===== config.mk =====
export PLATFORM = sky130hd
export DESIGN_NAME = uart_tx_fifo_param
export DESIGN_NICKNAME = d
export VERILOG_FILES = /design/src/rtl/uart_pkg.sv /design/src/rtl/uart_sync_fifo.sv /design/src/rtl/uart_tx_fifo_param.sv
export SDC_FILE = /design/constraint.sdc
export NUM_CORES = 1
export LEC_CHECK = 0
export CORE_ASPECT_RATIO = 1.5
export CORE_MARGIN = 1
export CORE_UTILIZATION = 60
export DETAILED_ROUTE_END_ITERATION = 16
export PLACE_DENSITY = 0.81
export SETUP_SLACK_MARGIN = 0.5
export SLEW_MARGIN = 25
export SYNTH_ARGS = -nofsm -noshare
export SYNTH_HDL_FRONTEND = slang
export SYNTH_SLANG_ARGS = --single-unit

===== constraint.sdc =====
create_clock -name clk -period 4.5 [get_ports clk]
set_clock_uncertainty 0.2 [all_clocks]
set_input_delay 1.125 -clock clk [delete_from_list [all_inputs] [get_ports clk]]
set_output_delay 1.125 -clock clk [all_outputs]
set_load 0.03 [all_outputs]

===== src/rtl/uart_pkg.sv =====
// uart_pkg: types, constants and helpers shared by the UART transmit path.
//   tx_state_t   - serialiser states (IDLE, START, DATA, PARITY, STOP)
//   WLS_*        - LCR word-length-select encodings (5..8 data bits)
//   lcr_cfg_t    - line-control fields latched at the start of every frame
//   calc_parity  - parity bit for a data byte under a given LCR setting
package uart_pkg;

  typedef enum logic [2:0] {
    IDLE,
    START,
    DATA,
    PARITY,
    STOP
  } tx_state_t;

  localparam logic [1:0] WLS_5 = 2'b00;
  localparam logic [1:0] WLS_6 = 2'b01;
  localparam logic [1:0] WLS_7 = 2'b10;
  localparam logic [1:0] WLS_8 = 2'b11;

  typedef struct packed {
    logic [1:0] wls;
    logic       pen;
    logic       eps;
    logic       sticky;
    logic       stb;
  } lcr_cfg_t;

  // Mask selecting the data bits that are actually sent for a word length.
  function automatic logic [7:0] wls_mask(input logic [1:0] wls);
    logic [7:0] m;
    case (wls)
      WLS_5:   m = 8'h1F;
      WLS_6:   m = 8'h3F;
      WLS_7:   m = 8'h7F;
      WLS_8:   m = 8'hFF;
      default: m = 8'hFF;
    endcase
    return m;
  endfunction

  // Sticky parity ignores the data and sends ~eps (eps=1 -> constant 0).
  function automatic logic calc_parity(input logic [7:0] data, input logic [1:0] wls,
                                       input logic eps, input logic sticky);
    logic x;
    x = ^(data & wls_mask(wls));
    if (sticky) return ~eps;
    return eps ? x : ~x;
  endfunction

endpackage


===== src/rtl/uart_sync_fifo.sv =====
// uart_sync_fifo: single-clock FIFO with registered occupancy.
//   clk, rst      - clock, synchronous active-high reset
//   wr_en, din    - write strobe/data; ignored while full
//   rd_en, dout   - pop strobe; dout is the current head (first-word fall-through)
//   level         - occupancy 0..DEPTH, updates the cycle after a write/pop
//   full, empty   - derived only from the registered level
module uart_sync_fifo
  import uart_pkg::*;
#(
  parameter int  WIDTH = 8,
  parameter int  DEPTH = 16,
  localparam int AW    = $clog2(DEPTH),
  localparam int LW    = AW + 1
) (
  input  logic             clk,
  input  logic             rst,
  input  logic             wr_en,
  input  logic [WIDTH-1:0] din,
  input  logic             rd_en,
  output logic [WIDTH-1:0] dout,
  output logic [LW-1:0]    level,
  output logic             full,
  output logic             empty
);

  logic [WIDTH-1:0] mem [DEPTH];
  logic [AW-1:0]    wr_ptr_reg;
  logic [AW-1:0]    rd_ptr_reg;
  logic [LW-1:0]    level_reg;
  logic             do_wr;
  logic             do_rd;

  assign full  = (level_reg == LW'(DEPTH));
  assign empty = (level_reg == '0);
  assign do_wr = wr_en && !full;
  assign do_rd = rd_en && !empty;
  assign level = level_reg;

  // Head is read combinationally so the consumer can pop and capture it in
  // the same cycle.
  assign dout = mem[rd_ptr_reg];

  always_ff @(posedge clk) begin
    if (do_wr) mem[wr_ptr_reg] <= din;
  end

  // DEPTH is a power of two, so the pointers wrap by natural overflow.
  always_ff @(posedge clk) begin
    if (rst) begin
      wr_ptr_reg <= '0;
      rd_ptr_reg <= '0;
      level_reg  <= '0;
    end else begin
      if (do_wr) wr_ptr_reg <= wr_ptr_reg + AW'(1);
      if (do_rd) rd_ptr_reg <= rd_ptr_reg + AW'(1);
      case ({do_wr, do_rd})
        2'b10:   level_reg <= level_reg + LW'(1);
        2'b01:   level_reg <= level_reg - LW'(1);
        default: level_reg <= level_reg;
      endcase
    end
  end

endmodule


===== src/rtl/uart_tx_fifo_param.sv =====
// uart_tx_fifo_param: 16550-style transmitter with a transmit FIFO.
//   clk, rst              - clock, synchronous active-high reset
//   baud_pulse            - oversample tick, OVERSAMPLE ticks per bit
//   set_break             - forces tx low without stopping the serialiser
//   sticky_parity/eps/pen/stb/wls - LCR fields, sampled at each frame start
//   wr_valid/wr_ready/din - host byte write handshake
//   fifo_level            - FIFO occupancy
//   thre                  - FIFO empty
//   temt                  - FIFO empty and serialiser idle
//   tx                    - serial line, idle high
// Optional macro UART_TX_CTS_EN adds input cts_n (active low): a new frame
// only starts while cts_n=0; a frame already started always completes.
module uart_tx_fifo_param
  import uart_pkg::*;
#(
  parameter int  FIFO_DEPTH = 16,
  parameter int  OVERSAMPLE = 16,
  localparam int LVL_W      = $clog2(FIFO_DEPTH) + 1
) (
  input  logic             clk,
  input  logic             rst,
  input  logic             baud_pulse,
  input  logic             set_break,
  input  logic             sticky_parity,
  input  logic             eps,
  input  logic             pen,
  input  logic             stb,
  input  logic [1:0]       wls,
  input  logic             wr_valid,
  output logic             wr_ready,
  input  logic [7:0]       din,
  output logic [LVL_W-1:0] fifo_level,
  output logic             thre,
  output logic             temt,
  output logic             tx
`ifdef UART_TX_CTS_EN
  ,
  input  logic             cts_n
`endif
);

  // Counter must reach 2*OVERSAMPLE-1 for a two-bit stop period.
  localparam int CNT_W = $clog2(2 * OVERSAMPLE);
  localparam logic [CNT_W-1:0] LIM_1BIT  = CNT_W'(OVERSAMPLE - 1);
  localparam logic [CNT_W-1:0] LIM_15BIT = CNT_W'((OVERSAMPLE * 3) / 2 - 1);
  localparam logic [CNT_W-1:0] LIM_2BIT  = CNT_W'(2 * OVERSAMPLE - 1);

  tx_state_t        state_reg;
  logic [CNT_W-1:0] tick_cnt_reg;
  logic [CNT_W-1:0] tick_limit;
  logic [2:0]       bit_idx_reg;
  logic [7:0]       frame_data_reg;
  lcr_cfg_t         cfg_reg;
  logic             tx_reg;

  logic [7:0]       fifo_dout;
  logic             fifo_full;
  logic             fifo_empty;
  logic             cts_ok;
  logic             start_frame;
  logic             last_bit;

`ifdef UART_TX_CTS_EN
  assign cts_ok = ~cts_n;
`else
  assign cts_ok = 1'b1;
`endif

  uart_sync_fifo #(
    .WIDTH(8),
    .DEPTH(FIFO_DEPTH)
  ) u_fifo (
    .clk  (clk),
    .rst  (rst),
    .wr_en(wr_valid),
    .din  (din),
    .rd_en(start_frame),
    .dout (fifo_dout),
    .level(fifo_level),
    .full (fifo_full),
    .empty(fifo_empty)
  );

  assign wr_ready = ~fifo_full;
  assign thre     = fifo_empty;
  assign temt     = fifo_empty && (state_reg == IDLE);
  // Break overrides the registered line value only at the pin.
  assign tx       = tx_reg & ~set_break;

  // Only the stop period can be longer than one bit.
  always_comb begin
    tick_limit = LIM_1BIT;
    if (state_reg == STOP && cfg_reg.stb)
      tick_limit = (cfg_reg.wls == WLS_5) ? LIM_15BIT : LIM_2BIT;
  end

  // A frame starts on a tick either from IDLE or at the final tick of STOP,
  // which chains frames with no idle gap.
  assign start_frame = baud_pulse && !fifo_empty && cts_ok &&
                       ((state_reg == IDLE) ||
                        (state_reg == STOP && tick_cnt_reg == tick_limit));

  assign last_bit = (bit_idx_reg == ({1'b0, cfg_reg.wls} + 3'd4));

  always_ff @(posedge clk) begin
    if (rst) begin
      state_reg      <= IDLE;
      tick_cnt_reg   <= '0;
      bit_idx_reg    <= '0;
      frame_data_reg <= '0;
      cfg_reg        <= '0;
      tx_reg         <= 1'b1;
    end else if (start_frame) begin
      state_reg      <= START;
      tick_cnt_reg   <= '0;
      bit_idx_reg    <= '0;
      frame_data_reg <= fifo_dout;
      cfg_reg        <= '{wls: wls, pen: pen, eps: eps, sticky: sticky_parity, stb: stb};
      tx_reg         <= 1'b0;
    end else if (state_reg != IDLE && baud_pulse) begin
      if (tick_cnt_reg == tick_limit) begin
        tick_cnt_reg <= '0;
        case (state_reg)
          START: begin
            state_reg   <= DATA;
            bit_idx_reg <= '0;
            tx_reg      <= frame_data_reg[0];
          end
          DATA: begin
            if (last_bit) begin
              if (cfg_reg.pen) begin
                state_reg <= PARITY;
                tx_reg    <= calc_parity(frame_data_reg, cfg_reg.wls, cfg_reg.eps, cfg_reg.sticky);
              end else begin
                state_reg <= STOP;
                tx_reg    <= 1'b1;
              end
            end else begin
              bit_idx_reg <= bit_idx_reg + 3'd1;
              tx_reg      <= frame_data_reg[bit_idx_reg + 3'd1];
            end
          end
          PARITY: begin
            state_reg <= STOP;
            tx_reg    <= 1'b1;
          end
          STOP: begin
            // Reached only when no chained frame starts this tick.
            state_reg <= IDLE;
            tx_reg    <= 1'b1;
          end
          default: begin
            state_reg <= IDLE;
            tx_reg    <= 1'b1;
          end
        endcase
      end else begin
        tick_cnt_reg <= tick_cnt_reg + CNT_W'(1);
      end
    end
  end

endmodule


# Yosys cells after proc, flatten, opt, wreduce, memory -nomap -nowiden
# Memory sizes are Yosys's and may differ from the RTL's. A register that Yosys moved wholly into a read port is not among the register bits.
# Cells that the tools add are included.
word_totals:
  reg_bits: 31
  mem_bits_rw: 128
  output_inout_bits: 9
  wordCells: 109
  n_memories: 1
memory_table:
  columns: ["name", "words", "word_bits", "rd", "rd_ports_with_merged_regs", "wr", "line_no", "text"]
  rows:
  - ["u_fifo.mem", 16, 8, 1, 1, 1, "uart_sync_fifo.sv:26", "logic [WIDTH-1:0] mem [DEPTH];"]
op_classes:
  add_sub_neg: 7
  n_lt_le_gt_ge: 1
  eq_ne: 15
  muxes: 41
  n_bitwise: 6
  reduce_logical: 25
op_table:
  columns: ["operator", "n"]
  rows:
  - ["two-way mux 8 bit", 7]
  - ["one-hot mux 8 bit (4 select lines)", 1]
  - ["two-way mux 1 bit", 22]
  - ["adder 5 x 1 -> 5 bit, second input constant", 2]
  - ["two-way mux 5 bit", 2]
  - ["one-hot mux 5 bit (2 select lines)", 1]
  - ["two-way mux 3 bit", 3]
  - ["one-hot mux 3 bit (3 select lines)", 1]
  - ["adder 4 x 1 -> 4 bit, second input constant", 2]
  - ["AND 8 bit", 1]
  - ["logical AND 1 bit", 8]
  - ["nonzero test 2 bit", 4]
  - ["parity 8 bit", 1]
  - ["== test 2 bit, second input constant", 3]
  - ["== test 3 x 2 -> 1 bit, second input constant", 2]
  - ["one-hot mux 3 bit (2 select lines)", 1]
  - ["AND reduction 3 bit", 2]
  - ["== test 5 bit", 1]
  - ["== test 5 bit, second input constant", 1]
  - ["logical NOT 5 bit", 1]
  - ["subtractor 5 x 1 -> 5 bit, second input constant", 1]
  - ["== test 2 x 1 -> 1 bit, second input constant", 2]
  - ["< comparator 3 x 4 -> 1 bit, second input constant", 1]
  - ["two-way mux 4 bit", 1]
  - ["19 further kinds", 24]

# Logic depth before layout (Yosys ltp)
depth:
  depth_word: 20
  mapped_depth: 14

# Modules after synthesis
# A second synthesis with hierarchy kept.
unflattened:
  cells_unflattened: 489
  area_unflattened_um2: 7344.5
modules_own_cells:
  columns: ["module", "instances", "cells_each", "area_each_um2"]
  rows:
  - ["uart_sync_fifo", 1, 330, 5891.9]
  - ["uart_tx_fifo_param", 1, 159, 1452.6]

# Least setup slack after synthesis
# OpenSTA, ideal clock, no wires.
synth_timing:
  path_type: "register to register"
  startpoint: "register u_fifo.level_reg[2] (netlist: u_fifo.level[2])"
  endpoint: "register u_fifo.level_reg[4] (netlist: u_fifo.level[4])"
  setup_ns: 0.132
  arrival_ns: 3.166
  required_time_ns: 4.168
  path_slack_ns: 1.002
  stages_incl_launch_ff: 15
  cell_sequence: "dfxtp_1 > clkbuf_1 > nor4_1 > and2b_1 > a211oi_2 > buf_2 > buf_4 > ha_1 > xor2_1 > ha_1 > a21oi_1 > o22ai_1 > a222oi_1 > or3_1 > a21oi_1"
synth_between:
  elab_chain_cells: 7
  elab_cells_between_ends: 14
  cone_classes: "add/sub (2); eq/ne (3); mux (1); reduce/logical (8)"
synth_lines:
  columns: ["item", "line_no", "text"]
  rows:
  - ["from (decl)", "uart_sync_fifo.sv:29", "logic [LW-1:0] level_reg;"]
  - ["from (signal assigned)", "uart_sync_fifo.sv:57", "2'b10: level_reg <= level_reg + LW'(1);"]
  - ["from (signal assigned)", "uart_sync_fifo.sv:58", "2'b01: level_reg <= level_reg - LW'(1);"]
  - ["from (signal assigned)", "uart_sync_fifo.sv:59", "default: level_reg <= level_reg;"]
  - ["logical NOT 5 bit (*)", "uart_sync_fifo.sv:34", "assign empty = (level_reg == '0);"]
  - ["net thre", "uart_tx_fifo_param.sv:33", "output logic thre,"]
  - ["logical NOT 1 bit (*)", "uart_sync_fifo.sv:36, uart_tx_fifo_param.sv:99", null]
  - ["logical AND 1 bit (2 in series)", "uart_tx_fifo_param.sv:99", "assign start_frame = baud_pulse && !fifo_empty && cts_ok &&"]
  - ["logical AND 1 bit (*)", "uart_sync_fifo.sv:36", "assign do_rd = rd_en && !empty;"]
  - ["net u_fifo.do_rd", "uart_sync_fifo.sv:31", "logic do_rd;"]
  - ["== test 2 x 1 -> 1 bit or == test 2 bit (tied branches)", "uart_sync_fifo.sv:56", "case ({do_wr, do_rd})"]
  - ["one-hot mux 5 bit (2 select lines) or nonzero test 2 bit (tied branches)", null, null]
# Mark *: on every way through the listed nets, which the timed path passes. The rest lies on a longest branch.
# A chain may end at the register's enable or synchronous reset.

# Worst setup path after layout
layout_timing:
  startpoint: "register u_fifo.level_reg[0] (netlist: u_fifo.level[0])"
  endpoint: "output temt"
layout_between:
  elab_chain_cells: 2
layout_lines:
  columns: ["item", "line_no", "text"]
  rows:
  - ["logical NOT 5 bit", "uart_sync_fifo.sv:34", null]
  - ["logical AND 1 bit", "uart_tx_fifo_param.sv:86", "assign temt = fifo_empty && (state_reg == IDLE);"]
  - ["to (decl)", "uart_tx_fifo_param.sv:34", "output logic temt,"]
# No other way between the ends.

==> metrics.md <==
| Metric | Value |
|---|---|
| Fin crit period | 3.61 ns |
| P&R area growth vs syn | 14.2% |
| Post-cts resize count | 0 |
| Total leakage power | 2.64 nW |
| Worst setup SP type | register |
| Final TNS setup | 0 ns |
| Half-perimeter wire length after placement | 9.61 mm |
| Cell variety after synth | 52 |
| Worst-path fanout max | 6 |
| Synth top area share | 0.546 |
| Met3 Routed Length | 437 um |
| GRT Util Overall | 0.247 |
| Die height | 135 um |
| Vias in the first global route | 4285 |
| DP Cell Count | 642 |
| Worst R2R Start | state_reg[1]$_SDFFE_PP0P_ |
| Clk slew on worst S/H paths | 0.07 ns |
| Synth Register Bits | 167 |
| Final #Nets | 540 |
| Asr flop ratio synth | 0 |
| Worst setup path startpoint | u_fifo.level[0]$_SDFFE_PP0P_ |
| F_max | 277 MHz |
| CP Class | reg2out |
| Synth top area cells | edfxtp_1 55%, dfxtp_1 11%, mux2i_1 6.0%, mux4_2 5.8%, nor2_1 2.7% |
| First-pass GRT wire length | 22.3 mm |
| Wire per inst | 20.6 um |
| DIE AREA | 12200 um2 |
| Crit path buffers/inverters | 1 |
| Starting Density | 0.613 |
| Buffers on Ports | 27 |
| Die width | 90.4 um |
| Routability cong. | 0.834 |
| Max-cap viol count | 0 |
| DR vias | 4128 |
| Cells on Worst Hold Path | 2 |
| Clock Latency Late Sink | 0.42 ns |
| R2R Setup Slk | 1.22 ns |
| Drt pass-1 iters | 5 |
| Maximum vdd drop | 355 uV |
| Vias/cell | 6.12 |
| Cell Area, Synth | 7040 um2 |
| CTS tree | built |
| Worst-Margin Slew | 1.01 ns |
| Slowest library cell on the worst path | clkdlybuf4s50_1 |
| Cts-stage hold buffer count | 0 |
| FP Rows | 48 |
| Dpl ws | 0.568 ns |
| Worst Hold End | tick_cnt_reg[1]$_SDFFE_PP0P_ |
| Mapped Cells | 484 |
| Final core occ | 0.701 |
| Share of layout cells above drive strength 1 | 0.120 |
| RR Endpoint | u_fifo.level[4]$_SDFFE_PP0P_ |
| Worst R2R Path Depth | 11 |
| Mean area per synthesized cell | 14.5 um2 |
| CP endpoint kind | output pin |
| Worst Path Required | 3.17 ns |
| DR DRC count | 0 |
| # fillers | 745 |
| Relative slew slack | 0.327 |
| Post-CTS setup buffer count | 0 |
| WP data arrival | 2.28 ns |
| Finished Cell Area | 8040 um2 |
| Starting DRT DRC Count | 271 |
| Main synth FF type | edfxtp_1 |
| Post-Route WL | 13.9 mm |
| TritonCTS sink count | 167 |
| CP cell instances | nor4_1 > and2b_1 > and3_1 > clkdlybuf4s50_1 |
| Post-synth EDFFs | 128 |
| Initial antenna violation count | 0 |
| Top delay family on crit path | simple AND/OR/NAND/NOR gates |
| GRT Residual Overflow | 0 |
| N_diodes | 0 |
| Synth warn | 0 |
| Status | finished clean |
| Largest net degree at the start of global routing | 37 |
| Total core area | 11500 um2 |
| Max incr delay on CP | 0.66 ns |
| RSZ-0062 raised after global routing | no |
| Setup ws final | 0.891 ns |
| Dpl cell area | 7450 um2 |
| Hold Crit Class | reg2reg |
| Number of top-level pins | 28 |
| Total Power | 4.30 mW |
| Fin cells | 674 |
| Synthesized netlist net count | 513 |
| Routed length on met1 | 5.16 mm |
| Met2 WL post-DR | 7.84 mm |
| TritonCTS Buffers | 17 |
| CTS Buffer Depth | 2 |
| Largest register FFs | 128 |
| Area leader, netlist | edfxtp_1 |
| Max-slew violations | 0 |
| H-Tree Depth | 4 |
| Final period util | 0.802 |
| Routed Antenna Nets | 0 |
| Hold Crit Start | tick_cnt_reg[1]$_SDFFE_PP0P_ |
| Root Buffer | clkbuf_16 |
| # setup viols final | 0 |
| Final hold vios | 0 |
| Top Layer Used | met4 |
| Final hold slack | 0.290 ns |
| Pwr dens | 536 nW/um2 |
| Post-synthesis sequential area ratio | 0.657 |
[Yosys cell counts (2+ instances only)]
library cell	number
a21boi_0	2
edfxtp_1	128
nor2b_1	3
and2_1	2
o21ai_0	14
mux4_2	18
buf_4	2
o22ai_1	2
xnor2_1	13
o21a_1	3
nor4_1	3
nor3_1	9
nand4_1	2
clkbuf_1	13
buf_1	2
buf_2	10
inv_1	8
or3_1	3
a21oi_1	10
ha_1	10
and3_1	5
a221oi_1	18
nor2_1	51
a311oi_1	8
nand2b_1	6
mux2i_1	42
o31ai_1	2
nand2_1	17
dfxtp_1	39
a22oi_1	9
xor2_1	9
[routing by layer]
| layer | global-route usage | vias up |
|---|---|---|
| met5 | 0 | - |
| met4 | 0.127 | 0 |
| met3 | 0.0507 | 34 |
| met2 | 0.462 | 129 |
| met1 | 0.262 | 2047 |
| li1 | - | 1918 |
[cell families (layout without fill, tap and decap cells)]
| family | count (synthesis) | count (layout) | synth area share |
|---|---|---|---|
| AO/OA/AOI/OAI | 80 | 80 | 0.0830 |
| XOR/XNOR | 23 | 23 | 0.0306 |
| multiplexers | 60 | 60 | 0.117 |
| flip-flops | 167 | 167 | 0.657 |
| AND/OR/NAND/NOR | 107 | 107 | 0.0715 |
| buffers and inverters | 37 | 77 | 0.0226 |
| adder cells (fa/ha/maj) | 10 | 10 | 0.0178 |
[layout by cell type (no fill, tap or decap), types with 9 or more instances in the layout]
| master | n |
|---|---|
| edfxtp_1 | 128 |
| nor2_1 | 51 |
| mux2i_1 | 42 |
| dfxtp_1 | 38 |
| clkdlybuf4s50_1 | 27 |
| a221oi_1 | 18 |
| mux4_2 | 18 |
| nand2_1 | 17 |
| clkbuf_16 | 17 |
| o21ai_0 | 14 |
| xnor2_1 | 13 |
| a21oi_1 | 10 |
| ha_1 | 10 |
| nor3_1 | 9 |
| xor2_1 | 9 |
| a22oi_1 | 9 |
[power breakdown]
group          total, mW  switching, mW  internal [mW]
Sequential          1.92          0.151           1.76
Clock               1.43          0.604          0.829
Combinational      0.956          0.494          0.462
Total               4.30           1.25           3.05
[worst max path at each step]
stage	to	depth (start not counted)
after global routing	temt	4
after floorplan	u_fifo.level[4]$_SDFFE_PP0P_	14
after global placement	u_fifo.level[4]$_SDFFE_PP0P_	11
after CTS	temt	4
final	temt	4
after detailed placement	u_fifo.level[4]$_SDFFE_PP0P_	11
[cell type report]
class / count / area (um2) / area share
timing repair buffer: 35 / 330 / 0.0411
sequential: 167 / 4630 / 0.576
clock inverter: 15 / 164 / 0.0204
tap: 150 / 188 / 0.0234
clock buffer: 17 / 425 / 0.0529
inverter: 10 / 37.5 / 0.00467
multi-input combinational: 280 / 2260 / 0.282
[worst register-to-register path, cell delays in order, from the launching register on]
cell and delay (ns):
dfxtp_1 0.43, and4bb_4 0.29, o31a_1 0.33, a211oi_4 0.30, ha_1 0.31, xor2_1 0.12, ha_1 0.20, a21oi_1 0.25
o22ai_1 0.14, a222oi_1 0.37, or3_1 0.16, a21oi_1 0.06
(Power assumes the default switching activity.)
